`src/rtl/uart_pkg.sv`:
```
// UART shared definitions: FSM states, default bit period
// and frame levels, reused by transmitter and receiver.
package uart_pkg;

  typedef enum logic [1:0] {
    IDLE,
    START,
    DATA,
    STOP
  } uart_state_t;

  localparam int CLKS_PER_BIT_DEF = 18;
  localparam int DATA_BITS = 8;
  localparam logic START_LEVEL = 1'b0;
  localparam logic STOP_LEVEL = 1'b1;

endpackage

```
`src/rtl/uart_baud_gen.sv`:
```
// Bit-period counter: counts 0..CLKS_PER_BIT-1 while enabled,
// ticks on the last count and restarts at each bit boundary.
module uart_baud_gen
  import uart_pkg::*;
#(
  parameter int CLKS_PER_BIT = CLKS_PER_BIT_DEF
) (
  input  logic clock,
  input  logic clear,
  input  logic enable,
  input  logic restart,
  output logic tick
);

  localparam logic [15:0] LAST = 16'(CLKS_PER_BIT - 1);

  logic [15:0] count;

  assign tick = (count == LAST);

  always_ff @(posedge clock) begin
    if (clear || restart || !enable || tick) begin
      count <= '0;
    end else begin
      count <= count + 16'd1;
    end
  end

endmodule

```
`src/rtl/uart_tx.sv`:
```
// UART transmitter: one-byte holding register feeding an
// 8N1 serializer with a registered line output.
module uart_tx
  import uart_pkg::*;
#(
  parameter int CLKS_PER_BIT = CLKS_PER_BIT_DEF
) (
  input  logic       clock,
  input  logic       clear,
  input  logic [7:0] data,
  input  logic       tx_valid,
  output logic       tx_ready,
  output logic       transmit,
  output logic       busy,
  output logic       tx_done
);

  localparam logic [2:0] LAST_BIT = 3'(DATA_BITS - 1);

  uart_state_t state_q;
  uart_state_t state_d;
  logic [2:0]  bit_q;
  logic [2:0]  bit_d;
  logic [2:0]  bit_nx;
  logic [7:0]  shreg;
  logic [7:0]  hold;
  logic        hold_full;
  logic        accept;
  logic        load;
  logic        tick;
  logic        line_d;

  uart_baud_gen #(
    .CLKS_PER_BIT(CLKS_PER_BIT)
  ) u_baud (
    .clock  (clock),
    .clear  (clear),
    .enable (state_q != IDLE),
    .restart(load),
    .tick   (tick)
  );

  assign tx_ready = !hold_full;
  assign accept   = tx_valid && !hold_full;
  assign busy     = (state_q != IDLE);
  assign tx_done  = (state_q == STOP) && tick;
  assign bit_nx   = bit_q + 3'd1;

  // line_d is the level for the state being entered, so
  // transmit changes on the same edge as the state.
  always_comb begin
    state_d = state_q;
    bit_d   = bit_q;
    load    = 1'b0;
    line_d  = transmit;
    unique case (state_q)
      IDLE: begin
        line_d = STOP_LEVEL;
        if (hold_full) begin
          load    = 1'b1;
          state_d = START;
          line_d  = START_LEVEL;
        end
      end
      START: begin
        if (tick) begin
          state_d = DATA;
          bit_d   = '0;
          line_d  = shreg[0];
        end
      end
      DATA: begin
        if (tick) begin
          if (bit_q == LAST_BIT) begin
            state_d = STOP;
            line_d  = STOP_LEVEL;
          end else begin
            bit_d  = bit_nx;
            line_d = shreg[bit_nx];
          end
        end
      end
      STOP: begin
        if (tick) begin
          if (hold_full) begin
            load    = 1'b1;
            state_d = START;
            line_d  = START_LEVEL;
          end else begin
            state_d = IDLE;
            line_d  = STOP_LEVEL;
          end
        end
      end
      default: begin
        state_d = IDLE;
        line_d  = STOP_LEVEL;
      end
    endcase
  end

  always_ff @(posedge clock) begin
    if (clear) begin
      state_q   <= IDLE;
      bit_q     <= '0;
      transmit  <= STOP_LEVEL;
      shreg     <= '0;
      hold      <= '0;
      hold_full <= 1'b0;
    end else begin
      state_q  <= state_d;
      bit_q    <= bit_d;
      transmit <= line_d;
      if (load) begin
        shreg     <= hold;
        hold_full <= 1'b0;
      end
      if (accept) begin
        hold      <= data;
        hold_full <= 1'b1;
      end
    end
  end

endmodule

```
`config.mk`:
```
export PLATFORM = sky130hd
export DESIGN_NAME = uart_tx
export DESIGN_NICKNAME = d
export VERILOG_FILES = /design/src/rtl/uart_pkg.sv /design/src/rtl/uart_baud_gen.sv /design/src/rtl/uart_tx.sv
export SDC_FILE = /design/constraint.sdc
export NUM_CORES = 1
export LEC_CHECK = 0
export CORE_MARGIN = 5
export CORE_UTILIZATION = 40
export DETAILED_ROUTE_END_ITERATION = 7
export HOLD_SLACK_MARGIN = 0.03
export PLACE_DENSITY = 0.7
export SLEW_MARGIN = 20
export SYNTH_ARGS = -nofsm -noshare
export SYNTH_HDL_FRONTEND = slang
export SYNTH_SLANG_ARGS = --single-unit
```
`constraint.sdc`:
```
create_clock -name clock -period 2.79 [get_ports clock]
set_input_delay 0.6975 -clock clock [delete_from_list [all_inputs] [get_ports clock]]
set_output_delay 0.6975 -clock clock [all_outputs]
set_load 0.03 [all_outputs]
```
==> results of run 1 <==
-- cells by family after synthesis --
family / Yosys count / share of synthesized area
buffers and inverters: 14 / 0.0300
AND/OR/NAND/NOR: 80 / 0.222
adder cells (fa/ha/maj): 9 / 0.0629
AO/OA/AOI/OAI: 13 / 0.0580
multiplexers: 22 / 0.123
XOR/XNOR: 14 / 0.0685
flip-flops: 39 / 0.436
-- cells in the final DEF, fill, tap and decap left out, types with 5 or more instances in the layout --
cell and instances:
nand3_1 9, xor2_1 10, inv_1 8, nand2_1 7
dfxtp_1 39, ha_1 9, clkbuf_8 5, nor2_1 43
mux2i_1 22, clkdlybuf4s50_1 13
-- how the worst min path moves through the flow --
stage	start	end	slack, ns	cells after the start
2_1_floorplan	u_baud.count[0]	u_baud.count[0]	0.44	1
3_3_place_gp	u_baud.count[0]	u_baud.count[0]	0.46	1
3_5_place_dp	u_baud.count[0]	u_baud.count[0]	0.47	1
4_1_cts	u_baud.count[0]	u_baud.count[0]	0.48	1
5_1_grt	u_baud.count[0]	u_baud.count[0]	0.51	1
6_report	u_baud.count[0]	u_baud.count[0]	0.48	1
-- worst max-delay path, cell delays in order (launching register included) --
cell             delay (ns)
dfxtp_1                0.40
inv_1                  0.11
ha_1                   0.23
inv_1                  0.06
clkdlybuf4s50_1        0.65
-- layer usage --
| metal | track usage | up-vias | wire [um] |
|---|---|---|---|
| li1 | - | 686 | - |
| met1 | 0.147 | 580 | 1590 |
| met2 | 0.180 | 21 | 1390 |
| met3 | 0.0351 | 5 | 130 |
| met4 | 0.0472 | 0 | 54 |
| met5 | 0 | - | 0 |
-- power breakdown --
part | internal, mW | switching [mW] | total (mW)
sequential | 0.605 | 0.0370 | 0.642
clock | 0.179 | 0.210 | 0.389
combinational | 0.201 | 0.270 | 0.471
total | 0.984 | 0.517 | 1.50
-- area by class of cell --
class / instances / area [um2]
clock buffer: 5 / 68.8
clock inverter: 3 / 23.8
fill: 414 / 2270
inverter: 8 / 30.0
multi-input combinational: 138 / 956
sequential: 39 / 781
tap: 52 / 65.1
timing repair buffer: 16 / 158
-- flip-flops by register name, summed over array words and instances, names as in the netlist --
signal	count
bit_q	3
u_baud.count	16
hold_full	1
transmit	1
state_q	2
hold	8
shreg	8
-- through the flow --
stage	area (um2)	hold slack, ns	utilization
2_1_floorplan	1790	0.445	-
3_3_place_gp	1990	0.464	0.456
3_5_place_dp	1990	0.466	0.456
4_1_cts	2080	0.485	0.478
5_1_grt	2080	0.511	0.478
6_report	2080	0.483	0.478
==> summary.md, run 1 <==
| Metric | Value |
|---|---|
| Area leader, netlist | `dfxtp_1` |
| Fin nets | `228` |
| Worst reg2reg setup slack | `0.54 ns` |
| Pre-CTS setup slack | `0.347 ns` |
| Worst slew pin tran | `0.578 ns` |
| Non-filler instance count after layout | `261` |
| Tmin final | `2.45 ns` |
| Antenna Nets Post-Route | `0` |
| Status | `complete, no violations` |
| Postcts setup bufs | `0` |
| Final Max Slew Viols | `0` |
| Fmax | `409 MHz` |
| Initial Utilization | `0.411` |
| HP Class | `register to register` |
| RSZ-0062 raised after global routing | `false` |
| Share of cells above drive strength 1 | `0.0670` |
| Post-Synthesis Net Count | `211` |
| Clock-pin transition on the worst setup and hold timing paths | `0.08 ns` |
| Yosys reg bits | `39` |
| Total core area | `0.00435 mm2` |
| Post-synth EDFFs | `0` |
| Yosys warnings | `0` |
| Die area | `0.00591 mm2` |
| Largest net degree at the start of global routing | `24` |
| Slew headroom | `0.615` |
| GP Congestion | `0.788` |
| Drt pass-1 iters | `4` |
| Synth top area cells | `dfxtp_1 (44%), mux2i_1 (12%), nor2_1 (9.0%)` |
| Total power | `1.50 mW` |
| Required @ worst endpoint | `2.09 ns` |
| Skew final | `0.0113 ns` |
| Top FF cell, synth | `dfxtp_1` |
| Synth-to-layout area growth | `16.3%` |
| Post-Place Cells | `253` |
| Critical Path Start | `state_q[1]` |
| Pwr/cell area | `721 mW/mm2` |
| R2R depth | `6` |
| CTS Hold Buffers Added | `0` |
| Clock Sinks | `39` |
| Initial antenna violation count | `0` |
| CTS tree | `built` |
| Die height | `76.9 um` |
| Final period util | `0.877` |
| Cell row count | `24` |
| Setup crit end | `busy` |
| Grt ovf | `0` |
| Peak supply drop | `0.322 mV` |
| Num CTS Buffers | `5` |
| DR WL/cell | `12.1 um` |
| Via count | `1292` |
| CP Launch Type | `register` |
| Clk buf depth | `2` |
| HPWL after DPL | `2.23 mm` |
| Post-Route WL | `3.16 mm` |
| CTS H-Tree Depth | `2` |
| Antenna cells | `0` |
| Count of final hold-check violations | `0` |
| Share of the yosys chip area belonging to registers | `0.436` |
| Most frequent cell after synthesis | `nor2_1` |
| Setup slack after layout | `0.344 ns` |
| Critical R2R Capture | `state_q[0]` |
| Post-synth top area share | `0.436` |
| GRT Util Overall | `0.115` |
| Crit path DAT | `1.75 ns` |
| Clock Latency Late Sink | `0.29 ns` |
| Resized Gates After CTS | `0` |
| Mapped cell area | `0.00179 mm2` |
| Cells after synthesis | `191` |
| TNS Setup | `0 ns` |
| Count of cell types in the netlist | `34` |
| Max Cap Violations | `0` |
| # DRC | `0` |
| DR vias/cell | `4.95` |
| Root Driver | `clkbuf_8` |
| Most frequent cells after synthesis | `nor2_1 (43), dfxtp_1 (39), mux2i_1 (22), xor2_1 (10)` |
| Syn_area_per_cell | `9.37 um2` |
| Reg2reg start | `state_q[0]` |
| Number of setup violations in the final report | `0` |
| Worst-path fanout max | `5` |
| Vias in the first global route | `1271` |
| Ys async rst share | `0` |
| Worst Setup End Kind | `primary output` |
| Pleak | `0.776 nW` |
| # IOs | `15` |
| Kind of critical path | `register to primary output` |
| Port Buffers | `14` |
| First-pass GRT wire length | `5.75 mm` |
| Die width | `76.9 um` |
| Starting DRC count in detailed routing | `94` |
Note: power is estimated with default switching activity, not from simulation.
==> run 2, diff against run 1 <==
--- a/config.mk
+++ b/config.mk
@@ -5,6 +5,7 @@
 export SDC_FILE = /design/constraint.sdc
 export NUM_CORES = 1
 export LEC_CHECK = 0
+export CAP_MARGIN = 40
 export CORE_MARGIN = 5
 export CORE_UTILIZATION = 40
 export DETAILED_ROUTE_END_ITERATION = 7
==> results of run 2 <==
The final DEF is identical to that of run 1; final timing and power are the same.
==> run 3, diff against run 2 <==
--- a/config.mk
+++ b/config.mk
@@ -8,6 +8,7 @@
 export CAP_MARGIN = 40
 export CORE_MARGIN = 5
 export CORE_UTILIZATION = 40
+export CTS_CLUSTER_DIAMETER = 50
 export DETAILED_ROUTE_END_ITERATION = 7
 export HOLD_SLACK_MARGIN = 0.03
 export PLACE_DENSITY = 0.7
@@ -15,3 +16,4 @@
 export SYNTH_ARGS = -nofsm -noshare
 export SYNTH_HDL_FRONTEND = slang
 export SYNTH_SLANG_ARGS = --single-unit
+export TNS_END_PERCENT = 1
==> results of run 3 <==
The final DEF is identical to that of run 1; final timing and power are the same.
